`config.mk`:
```
export PLATFORM = sky130hd
export DESIGN_NAME = switch_port_ingress
export DESIGN_NICKNAME = d
export VERILOG_FILES = /design/src/rtl/switch_port_ingress.sv
export SDC_FILE = /design/constraint.sdc
export NUM_CORES = 1
export LEC_CHECK = 0
export BUFFER_PORTS_ARGS = -buffer_cell sky130_fd_sc_hd__buf_4
export CORE_ASPECT_RATIO = 1.1
export CORE_MARGIN = 4
export CORE_UTILIZATION = 45
export CTS_CLUSTER_SIZE = 24
export DETAILED_ROUTE_END_ITERATION = 10
export GPL_ROUTABILITY_DRIVEN = 0
export GPL_TIMING_DRIVEN = 0
export PLACE_DENSITY = 0.76
export SYNTH_ARGS = -nofsm -noshare
export SYNTH_HDL_FRONTEND = slang
export SYNTH_SLANG_ARGS = --single-unit
```
`constraint.sdc`:
```
create_clock -name clk -period 11.2 [get_ports clk]
set_clock_uncertainty 0.2 [all_clocks]
set_input_delay 0.56 -clock clk [delete_from_list [all_inputs] [get_ports clk]]
set_output_delay 0.56 -clock clk [all_outputs]
set_load 0.02 [all_outputs]
```
`src/rtl/switch_port_ingress.sv`:
```
// Per-port ingress stage: header check, small FIFO, and paced single-cycle replay onto one switch port.
// Optional SWITCH_INGRESS_STATS_EN adds saturating accepted/dropped packet counters.
module switch_port_ingress #(
  parameter int PORT_ID = 0,
  parameter int DEPTH   = 4,
  parameter int GAP     = 2,
  parameter int DATA_W  = 8
) (
  input  logic                     clk,
  input  logic                     rst_n,
  input  logic                     in_valid,
  output logic                     in_ready,
  input  logic [3:0]               in_source,
  input  logic [3:0]               in_target,
  input  logic [DATA_W-1:0]        in_data,
  output logic                     out_valid,
  output logic [3:0]               out_source,
  output logic [3:0]               out_target,
  output logic [DATA_W-1:0]        out_data,
  output logic [$clog2(DEPTH):0]   fifo_count,
  output logic                     drop_pulse,
  output logic [1:0]               fsm_state
`ifdef SWITCH_INGRESS_STATS_EN
  ,
  output logic [15:0]              acc_cnt,
  output logic [15:0]              drop_cnt
`endif
);

  localparam int             AW       = $clog2(DEPTH);
  localparam int             EW       = DATA_W + 8;
  localparam logic [3:0]     SRC_CODE = 4'(1 << PORT_ID);
  localparam logic [3:0]     GAP_L    = 4'(GAP);
  localparam logic [AW:0]    PTR_ONE  = (AW+1)'(1);

  typedef enum logic [1:0] {IDLE = 2'd0, SEND = 2'd1, WAIT = 2'd2} state_t;

  // Handshake: a beat transfers on a rising edge with in_valid && in_ready; in_ready
  // depends only on FIFO fullness, and the source holds its fields while stalled.
  logic              accept, legal, push, pop, tgt_onehot;
  logic              full, empty, slot;
  logic [AW:0]       wptr, rptr;
  logic [EW-1:0]     mem [DEPTH];
  state_t            state, state_n;
  logic [3:0]        gap_cnt, gap_n;

  assign tgt_onehot = (in_target != 4'd0) && ((in_target & (in_target - 4'd1)) == 4'd0);
  assign legal      = (in_source == SRC_CODE) && tgt_onehot && (in_target != in_source);
  assign accept     = in_valid && in_ready;
  assign push       = accept && legal;

  // Extra pointer bit separates full (MSBs differ) from empty (pointers equal).
  assign full       = (wptr[AW] != rptr[AW]) && (wptr[AW-1:0] == rptr[AW-1:0]);
  assign empty      = (wptr == rptr);
  assign in_ready   = !full;
  assign fifo_count = wptr - rptr;
  assign fsm_state  = state;

  always_ff @(posedge clk) begin
    if (push) mem[wptr[AW-1:0]] <= {in_source, in_target, in_data};
  end

  always_ff @(posedge clk or negedge rst_n) begin
    if (!rst_n) begin
      wptr       <= '0;
      rptr       <= '0;
      drop_pulse <= 1'b0;
    end else begin
      if (push) wptr <= wptr + PTR_ONE;
      if (pop)  rptr <= rptr + PTR_ONE;
      drop_pulse <= accept && !legal;
    end
  end

  // The last WAIT cycle doubles as the issue slot so pulse starts land GAP+1 cycles apart.
  always_comb begin
    state_n = state;
    gap_n   = gap_cnt;
    slot    = 1'b0;
    pop     = 1'b0;
    case (state)
      IDLE: slot = 1'b1;
      SEND: begin
        if (GAP == 0) begin
          slot = 1'b1;
        end else begin
          state_n = WAIT;
          gap_n   = GAP_L;
        end
      end
      WAIT: begin
        if (gap_cnt <= 4'd1) slot = 1'b1;
        else                 gap_n = gap_cnt - 4'd1;
      end
      default: state_n = IDLE;
    endcase
    if (slot) begin
      if (!empty) begin
        pop     = 1'b1;
        state_n = SEND;
      end else begin
        state_n = IDLE;
      end
    end
  end

  always_ff @(posedge clk or negedge rst_n) begin
    if (!rst_n) begin
      state      <= IDLE;
      gap_cnt    <= 4'd0;
      out_valid  <= 1'b0;
      out_source <= 4'd0;
      out_target <= 4'd0;
      out_data   <= '0;
    end else begin
      state     <= state_n;
      gap_cnt   <= gap_n;
      out_valid <= pop;
      if (pop) {out_source, out_target, out_data} <= mem[rptr[AW-1:0]];
    end
  end

`ifdef SWITCH_INGRESS_STATS_EN
  always_ff @(posedge clk or negedge rst_n) begin
    if (!rst_n) begin
      acc_cnt  <= 16'd0;
      drop_cnt <= 16'd0;
    end else begin
      if (push && (acc_cnt != 16'hFFFF))              acc_cnt  <= acc_cnt + 16'd1;
      if (accept && !legal && (drop_cnt != 16'hFFFF)) drop_cnt <= drop_cnt + 16'd1;
    end
  end
`endif

endmodule
```
==> results of run 1 <==
final cells by class:
class	instances	area, µm²
buffer	5	37.5
fill	633	3640
sequential	94	2670
inverter	13	48.8
tap	108	135
timing repair buffer	44	337
clock buffer	11	131
multi-input combinational	84	1010
clock inverter	4	25.0
metal layers:
metal / wire (µm) / vias to the layer above / GRT usage (%)
met2: 3390 / 44 / 23.9
li1: - / 852 / -
met1: 2730 / 932 / 18.2
met5: 0 / - / 0
met4: 60 / 0 / 4.64
met3: 321 / 5 / 3.62
per-stage QoR:
stage	instances	utilization, %	setup slack [ps]	area (µm²)	hold WS [ps]
global placement	346	52.5	6360	4220	292
global route	363	54.7	7220	4400	184
CTS	363	54.7	7350	4400	192
floorplan	196	-	7680	3770	64.4
detailed placement	347	52.7	7360	4230	297
finish	363	54.7	7470	4400	212
repair_timing:
action	in CTS	in global routing
hold buffers	1	0
gates resized for setup	0	0
endpoints found under the hold margin	30	0
registers in the layout (all words and copies together), names as in the netlist:
register,count
drop_pulse,1
fsm_state,2
gap_cnt,4
mem,64
out_data,8
out_source,4
out_target,4
out_valid,1
rptr,3
wptr,3
cell families (layout without fill, tap and decap cells):
family,count (synthesis),count (layout)
DFF,94,94
adders and majority gates,10,10
buffers and inverters,18,77
muxes,36,36
AOI/OAI and AO/OA,10,10
xor gates and xnor gates,7,7
and+or+nand+nor,21,21
path summary, 6_finish.rpt:
| path | start | depth (start not counted) | slack, ps | endpoint |
|---|---|---|---|---|
| setup / recovery | rptr[1] | 7 | 7470 | mem[2][15] |
| hold / removal | in_data[3] | 1 | 210 | mem[3][3] |
| setup reg to reg | rptr[1] | 7 | 7470 | mem[2][15] |
| min in group asynchronous | rst_n | 2 | 490 | out_target[3] |
| hold reg to reg | out_source[1] | 1 | 310 | out_source[1] |
| max in group asynchronous | rst_n | 2 | 10000 | out_source[2] |
power by group through the flow:
stage,logic (mW),clock network [mW],registers [mW]
floorplan,0.291,0,0.512
global placement,0.467,0,0.474
detailed placement,0.482,0,0.475
CTS,0.484,0.194,0.468
global route,0.512,0.210,0.476
finish,0.472,0.189,0.467
synthesized netlist by cell type:
cell	count	area share, %
a21oi_1	1	0.13
a31o_2	1	0.23
and2_1	3	0.50
buf_1	1	0.10
buf_12	1	0.53
buf_2	2	0.27
clkbuf_1	1	0.10
dfrtp_1	30	20
edfxtp_1	64	51
fa_1	1	0.53
ha_1	9	3.0
inv_1	13	1.3
mux2_2	11	3.3
mux2_4	8	3.2
mux2i_1	1	0.27
mux4_2	16	9.6
nand2_1	3	0.30
nand2b_1	1	0.17
nand3_1	2	0.27
nor2_1	3	0.30
nor2_2	1	0.17
nor2b_1	1	0.17
nor3_1	4	0.53
nor3_4	1	0.43
nor3b_1	1	0.20
nor4b_1	1	0.23
o2111ai_1	1	0.23
o211ai_1	2	0.40
o21ai_0	3	0.40
o22a_1	1	0.23
o31a_1	1	0.23
xnor2_1	1	0.23
xor2_1	5	1.2
xor2_2	1	0.43
worst max-delay path, delay by kind of cell, from the launching register on:
kind                     cells  cell delay (ps)
AO/OA/AOI/OAI                1              270
adder cells (fa/ha/maj)      1              340
buffers and inverters        3             1110
flip-flops                   1              400
AND/OR/NAND/NOR              2             1040
==> results.md, run 1 <==
- Outcome: completed
- GRT Residual Overflow: 0
- Synth Instances: 196
- Synth unique cells: 34
- CTS Buf Count: 9
- Period utilization: about a third
- CTS tree: yes
- Initial DRC count: between 70 and 80
- Clock power share: 16.7%
- Syn Area/Cell: 19.2 µm²
- Post-synthesis compound-gate area fraction: 1.86%
- Antenna Nets Post-Route: 0
- Min Tclk post-route: 3730 ps
- Root Driver: clkbuf_8
- Commonest non-fill, non-tap cells in the layout: 64 x edfxtp_1, 42 x buf_4, 30 x dfrtp_1
- Hold Vio Cnt, Final: 0
- Leakage: between 1.5 and 2 nW
- Clock-pin slew on the worst setup and hold paths: roughly 90 ps
- Combinational family with the most area after synthesis: multiplexers
- Worst endpoint data arrival time: roughly 3500 ps
- Routed WL: 6.50 mm
- First-pass GRT wire length: approximately 11 mm
- Vias in the first global route: 2045
- Adder-cell share of the synthesized area: roughly 3.5%
- RSZ-0062 raised after global routing: no
- Critical path launch point type: flop
- Sequential Power Share: between 40% and 50%
- Synth-to-Final Area Change: 16.8%
- Largest net degree at the start of global routing: 31
- Syn Nets: 225
- Setup TNS: 0 ps
- Die Width: about 95 µm
- Seq/Total Area, Yosys: roughly 70%
- Antenna Cells: 0
- I/O Buffers: 42
- Yosys reg bits: 94
- Simple-Gate Fraction of Synth Area: about 3.3%
- Routed length per placed instance: between 15 and 20 µm
- Worst slew pin tran: 996 ps
- Pwr/cell area: 256 nW/µm²
- Crit Path Class: reg -> reg
- Initial antenna violation count: 0
- Max-cap viol count: 0
- Postcts setup bufs: 0
- FMAX: 0.268 GHz
- Xor/xnor share of the synthesized area: between 1.5 and 2%
- Max incr delay on CP: around 760 ps
- Final HPWL DP: ~4.3 mm
- Setup violators final: 0
- Row count: 34
- CORE AREA: roughly 8000 µm²
- DR vias: 1833
- Layout Nets: between 200 and 300
- Required time worst endpoint: around 11000 ps
- Hold WC Path Type: in -> reg
- Internal power: roughly 0.75 mW
- Drt first pass iters: 4
- Post-synthesis mux area share: 16.3%
- Warnings, synthesis: 0
- Die Area: just under 10000 µm²
- Maximum fanout along the worst path: 16
- Via/cell ratio: between 5 and 6
- Switching part of the total: between 30% and 40%
- Combinational group share of total power: between 40% and 50%
- Boundary Pins: 43
- Commonest non-fill, non-tap cell in the layout: edfxtp_1
- Worst-Skew Late Latency: 350 ps
- Max VDD drop: around 95 µV
- Final slew viol count: 0
- Share of layout cells above drive strength 1: between 30% and 40%
- H-tree depth: 3
- DRC Markers: 0
- Total GRT Usage: between 10% and 20%
- Starting Density: a little under half
- Clk buf depth: 2
- Worst path slowest cell: and2_1
- Worst rel slew slack: about a third
- Critical-path cell list: clkbuf_1 > buf_1 > inv_1 > ha_1 > a31o_2 > nor2_1 > and2_1
- Die height: just over 100 µm
- Mapped Area: 3770 µm²
- Overall power: 1.13 mW
- Switching power total: 0.379 mW
- CP endpoint kind: flop
- Clock sink count: 94
Power figures use the tool's default switching activity.
==> run 2: changes to the inputs <==
--- a/config.mk
+++ b/config.mk
@@ -13,7 +13,7 @@
 export DETAILED_ROUTE_END_ITERATION = 10
 export GPL_ROUTABILITY_DRIVEN = 0
 export GPL_TIMING_DRIVEN = 0
-export PLACE_DENSITY = 0.76
+export PLACE_DENSITY = 0.79
 export SYNTH_ARGS = -nofsm -noshare
 export SYNTH_HDL_FRONTEND = slang
 export SYNTH_SLANG_ARGS = --single-unit
==> constraint.sdc (replaced) <==
create_clock -name clk -period 3.4 [get_ports clk]
set_clock_uncertainty 0.2 [all_clocks]
set_input_delay 0.17 -clock clk [delete_from_list [all_inputs] [get_ports clk]]
set_output_delay 0.17 -clock clk [all_outputs]
set_load 0.02 [all_outputs]
==> results.md, run 2 (same netlist as run 1, synthesis figures left out) <==
- Period utilization: between 90 and 100%
- Hold Vio Cnt, Final: 0
- Hold WC Path Type: in -> reg
- Setup violators final: 0
- Die Area: 9900 µm²
- Post-DP Area: between 4000 and 5000 µm²
- Outcome: completed
- Initial antenna violation count: 0
- Synth-to-Final Area Change: 21.9%
- Drt first pass iters: 4
- Max-cap viol count: 0
- Max VDD drop: 355 µV
- FMAX: around 0.32 GHz
- CTS tree: yes
- Critical path launch point type: flop
- I/O Buffers: between 40 and 50
- Top Metal Used: met4
- Initial DRC count: 78
- Worst slew pin tran: roughly 680 ps
- Final slew viol count: 0
- CP endpoint kind: flop
- Commonest non-fill, non-tap cells in the layout: 64 x edfxtp_1, 42 x buf_4, 30 x dfrtp_1
- Maximum fanout along the worst path: 16
- Clk buf depth: 2
- Boundary Pins: between 40 and 50
- Crit Path Class: reg -> reg
- H-tree depth: 3
- Row count: 34
- Die height: around 100 µm
- Pwr/cell area: a little over 800 nW/µm²
- Starting Density: 46.9%
- Met2 wire length: around 3 mm
- Leakage: between 1.5 and 2 nW
- Share of layout cells above drive strength 1: about two fifths
- Min Tclk post-route: roughly 3100 ps
- GRT Residual Overflow: 0
- Routed length per placed instance: roughly 16 µm
- Root Driver: clkbuf_8
- Antenna Cells: 0
- DRC Markers: 0
- CTS Buf Count: 9
- Reg area: roughly 2700 µm²
- Total GRT Usage: a little over an eighth
- M1 WL: approximately 2.8 mm
- Multi-input gate area: 1020 µm²
- Vias in the first global route: 1998
- Antenna Nets Post-Route: 0
- Largest register FFs: 64
- Largest net degree at the start of global routing: 31
- Worst rel slew slack: 54.3%
- First-pass GRT wire length: 10.0 mm
- Required time worst endpoint: 3190 ps
- FILL cells: 622
- Design Area, Final: ~4600 µm²
- CORE AREA: 8040 µm²
- Layout Nets: about 300
- Overall power: ~3.7 mW
- Clock-pin slew on the worst setup and hold paths: about 90 ps
- Routed WL: slightly above 6 mm
- Worst endpoint data arrival time: around 2900 ps
- Final HPWL DP: around 4 mm
- Clock sink count: 94
- Commonest non-fill, non-tap cell in the layout: edfxtp_1
- Met3 WL: around 290 µm
- RSZ-0062 raised after global routing: no
- Die Width: 95.2 µm
- Via/cell ratio: 5.03
- Finished Core Util: a little under three fifths
- Worst-Skew Late Latency: approximately 350 ps
- DR vias: around 1900
[run 2: worst paths after layout]
path	startpoint	to	slack, ps	depth (start not counted)
hold reg to reg	out_target[2]	out_target[2]	310	1
min in group asynchronous	rst_n	gap_cnt[3]	80	2
max in group asynchronous	rst_n	wptr[1]	2610	2
setup / recovery	rptr[1]	mem[2][15]	320	7
setup reg to reg	rptr[1]	mem[2][15]	320	7
hold / removal	in_valid	drop_pulse	20	4
[run 2: per-stage QoR]
step | instances | TNS, ps | hold WS [ps] | worst slack [ps]
2_1_floorplan | 196 | 0 | -326 | 401
3_3_place_gp | 346 | -24790 | -73.0 | -530
3_5_place_dp | 346 | -21450 | -62.4 | -408
4_1_cts | 380 | 0 | 9.75 | 102
5_1_grt | 380 | 0 | 33.1 | 167
6_report | 380 | 0 | 16.4 | 321
[run 2: repair_timing]
item / 4_1_cts / 5_1_grt
hold buffers: 17 / 0
gates resized for setup: 4 / 2
endpoints found under the hold margin: 94 / 0
endpoints found under the setup margin: 73 / 48
pin swaps: 1 / 0
buffers inserted: 1 / 0
[run 2: worst max-delay path, cell delays in order, from the launching register on]
cell,delay [ps]
dfrtp_1,410
clkbuf_2,280
buf_2,320
inv_1,80
ha_1,320
a31o_2,280
nor2_1,310
and2_2,520
[run 2: area by class of cell]
class	instances	share of cell area (%)
flip-flops and latches	94	58.2
multi-input cells	84	22.3
repair buffers	60	11.0
well taps	108	2.94
clock buffers	10	2.78
inverters	13	1.06
plain buffers	5	0.872
clock inverters	6	0.845
[run 2: power breakdown]
part	total, mW	internal (mW)	switching (mW)
clock network	0.633	0.264	0.370
registers	1.54	1.40	0.131
logic	1.57	0.820	0.753
[run 2: per-layer routing]
| layer | GRT usage (%) | vias up |
|---|---|---|
| li1 | - | 886 |
| met1 | 18.7 | 974 |
| met2 | 21.1 | 43 |
| met3 | 2.82 | 10 |
| met4 | 5.26 | 0 |
| met5 | 0 | - |
==> run 3: changes to the inputs <==
--- a/config.mk
+++ b/config.mk
@@ -8,12 +8,12 @@
 export BUFFER_PORTS_ARGS = -buffer_cell sky130_fd_sc_hd__buf_4
 export CORE_ASPECT_RATIO = 1.1
 export CORE_MARGIN = 4
-export CORE_UTILIZATION = 45
+export CORE_UTILIZATION = 25
 export CTS_CLUSTER_SIZE = 24
 export DETAILED_ROUTE_END_ITERATION = 10
 export GPL_ROUTABILITY_DRIVEN = 0
 export GPL_TIMING_DRIVEN = 0
-export PLACE_DENSITY = 0.79
+export PLACE_DENSITY = 0.54
 export SYNTH_ARGS = -nofsm -noshare
 export SYNTH_HDL_FRONTEND = slang
 export SYNTH_SLANG_ARGS = --single-unit
==> results.md, run 3 (same netlist as run 1, synthesis figures left out) <==
- Routed WL: between 7 and 8 mm
- Critical path launch point type: flop
- Vias in the first global route: 2053
- Worst rel slew slack: between 50% and 60%
- Hold WC Path Type: in -> reg
- Clock-pin slew on the worst setup and hold paths: 60 ps
- Total GRT Usage: under 10%
- Clock power share: 23.3%
- Postcts setup bufs: 0
- H-tree depth: 3
- Switching power total: around 1.3 mW
- Design Area, Final: 4810 µm²
- Dpl ws: -592 ps
- Maximum fanout along the worst path: 16
- Antenna Nets Post-Route: 0
- Worst endpoint data arrival time: ~2900 ps
- Commonest non-fill, non-tap cell in the layout: edfxtp_1
- CTS Buf Count: 9
- Boundary Pins: 43
- Die Area: between 15000 and 20000 µm²
- Crit Path Class: reg -> reg
- WHS Endpoint: drop_pulse
- Hold Vio Cnt, Final: 0
- Hold Crit Depth: 4
- WP buf/inv: 3
- I/O Buffers: 42
- Pwr/cell area: roughly 850 nW/µm²
- Routed length per placed instance: approximately 16 µm
- Required time worst endpoint: between 3000 and 4000 ps
- Max VDD drop: 409 µV
- Clock sink count: 94
- Worst slew pin tran: roughly 670 ps
- Switching part of the total: 32.4%
- Setup slack after layout: between 300 and 400 ps
- RR Startpoint: rptr[1]
- Row count: 46
- R2R Setup Slk: between 300 and 400 ps
- Critical-path cell list: clkbuf_2 > buf_2 > inv_1 > ha_1 > a31o_2 > nor2_1 > and2_2
- Clk buf depth: 2
- Hold_sp: in_valid
- Worst-Skew Late Latency: about 340 ps
- Max incr delay on CP: ~520 ps
- Die height: between 100 and 150 µm
- Root Driver: clkbuf_16
- Outcome: completed
- Min Tclk post-route: between 3000 and 4000 ps
- Largest net degree at the start of global routing: 31
- Layout Nets: 296
- Setup violators final: 0
- First-pass GRT wire length: roughly 12 mm
- CTS tree: yes
- GRT Residual Overflow: 0
- Worst path slowest cell: and2_2
- Worst path top cell family by delay: simple AND/OR/NAND/NOR gates
- Final slew viol count: 0
- Final HPWL DP: between 4 and 5 mm
- CORE AREA: 14600 µm²
- Max-cap viol count: 0
- Post-DP Area: around 4300 µm²
- R2R depth: 7
- Internal power: roughly 2.8 mW
- Share of layout cells above drive strength 1: between 30% and 40%
- Starting Density: approximately 26%
- Initial DRC count: about 110
- Initial antenna violation count: 0
- Die Width: between 100 and 150 µm
- Reg2reg end: mem[1][3]
- FMAX: between 0.3 and 0.4 GHz
- Sequential Power Share: 37.8%
- Commonest non-fill, non-tap cells in the layout: 64 x edfxtp_1, 42 x buf_4, 30 x dfrtp_1
- Synth-to-Final Area Change: 27.7%
- Period utilization: slightly above 90%
- Leakage: roughly 1.8 nW
- DRC Markers: 0
- RSZ-0062 raised after global routing: no
- Combinational group share of total power: about two fifths
- DR vias: around 1900
- Drt first pass iters: 4
- Crit. path cell count: 7
- Largest register FFs: 64
- Antenna Cells: 0
- CP endpoint kind: flop
- Via/cell ratio: between 4 and 5
==> run 3: cell types whose count changed in the layout (fill, tap and decap cells not counted), sizes merged <==
cell / previous run / this run
clkbuf: 11 / 12
clkinv: 5 / 4
clkinvlp: 1 / 0
inv: 13 / 14
==> run 3: worst max-delay path by stage <==
stage | startpoint | to | slack, ps
2_1_floorplan | rptr[1] | mem[3][0] | 400
3_3_place_gp | rptr[1] | mem[3][15] | -810
3_5_place_dp | rptr[1] | mem[0][6] | -590
4_1_cts | rptr[1] | mem[0][11] | 200
5_1_grt | rptr[1] | mem[0][10] | 60
6_report | rptr[1] | mem[1][3] | 320
==> run 3: area by class of cell <==
type,instances,area (µm²)
clock buffers,11,253
flip-flops and latches,94,2670
plain buffers,5,40.0
clock inverters,5,32.5
fillers,1446,9810
repair buffers,60,500
well taps,192,240
inverters,13,48.8
multi-input cells,84,1020
==> run 3: per-stage QoR <==
step                instances  setup TNS (ps)  util [%]  hold slack (ps)  total power, mW
floorplan                 196               0         -             -326             2.65
global placement          430          -38560      29.6            -46.0             3.15
detailed placement        431          -31970      29.8            -40.2             3.19
CTS                       464               0      32.9             19.6             4.17
global route              464               0      32.9             50.6             4.34
finish                    464               0      32.9             24.7             4.08
==> run 3: worst reg2reg max path, cell delays in order (launching register included) <==
cell      delay (ps)
dfrtp_1          400
clkbuf_2         300
buf_2            330
inv_1             80
ha_1             320
a31o_2           280
nor2_1           290
and2_2           520
==> run 3: what timing repair did <==
action / 4_1_cts / 5_1_grt
endpoints found under the setup margin: 82 / 0
gates resized for setup: 5 / 0
hold buffers: 17 / 0
endpoints found under the hold margin: 94 / 0
==> run 3: layer usage <==
layer	vias up	part of all wire (%)	track usage, %	routed length [µm]
met5	-	0	0	0
met4	0	2.1	4.34	153
met3	11	4.3	3.12	316
met2	36	51	15.1	3710
met1	969	43	11.0	3160
li1	892	-	-	-
==> run 3: power by group through the flow <==
stage	clock network, mW	registers, mW	logic, mW
after floorplan	0	1.69	0.961
after global placement	0	1.56	1.58
after detailed placement	0	1.57	1.62
after CTS	0.979	1.55	1.64
after global routing	1.04	1.57	1.73
final	0.953	1.54	1.59
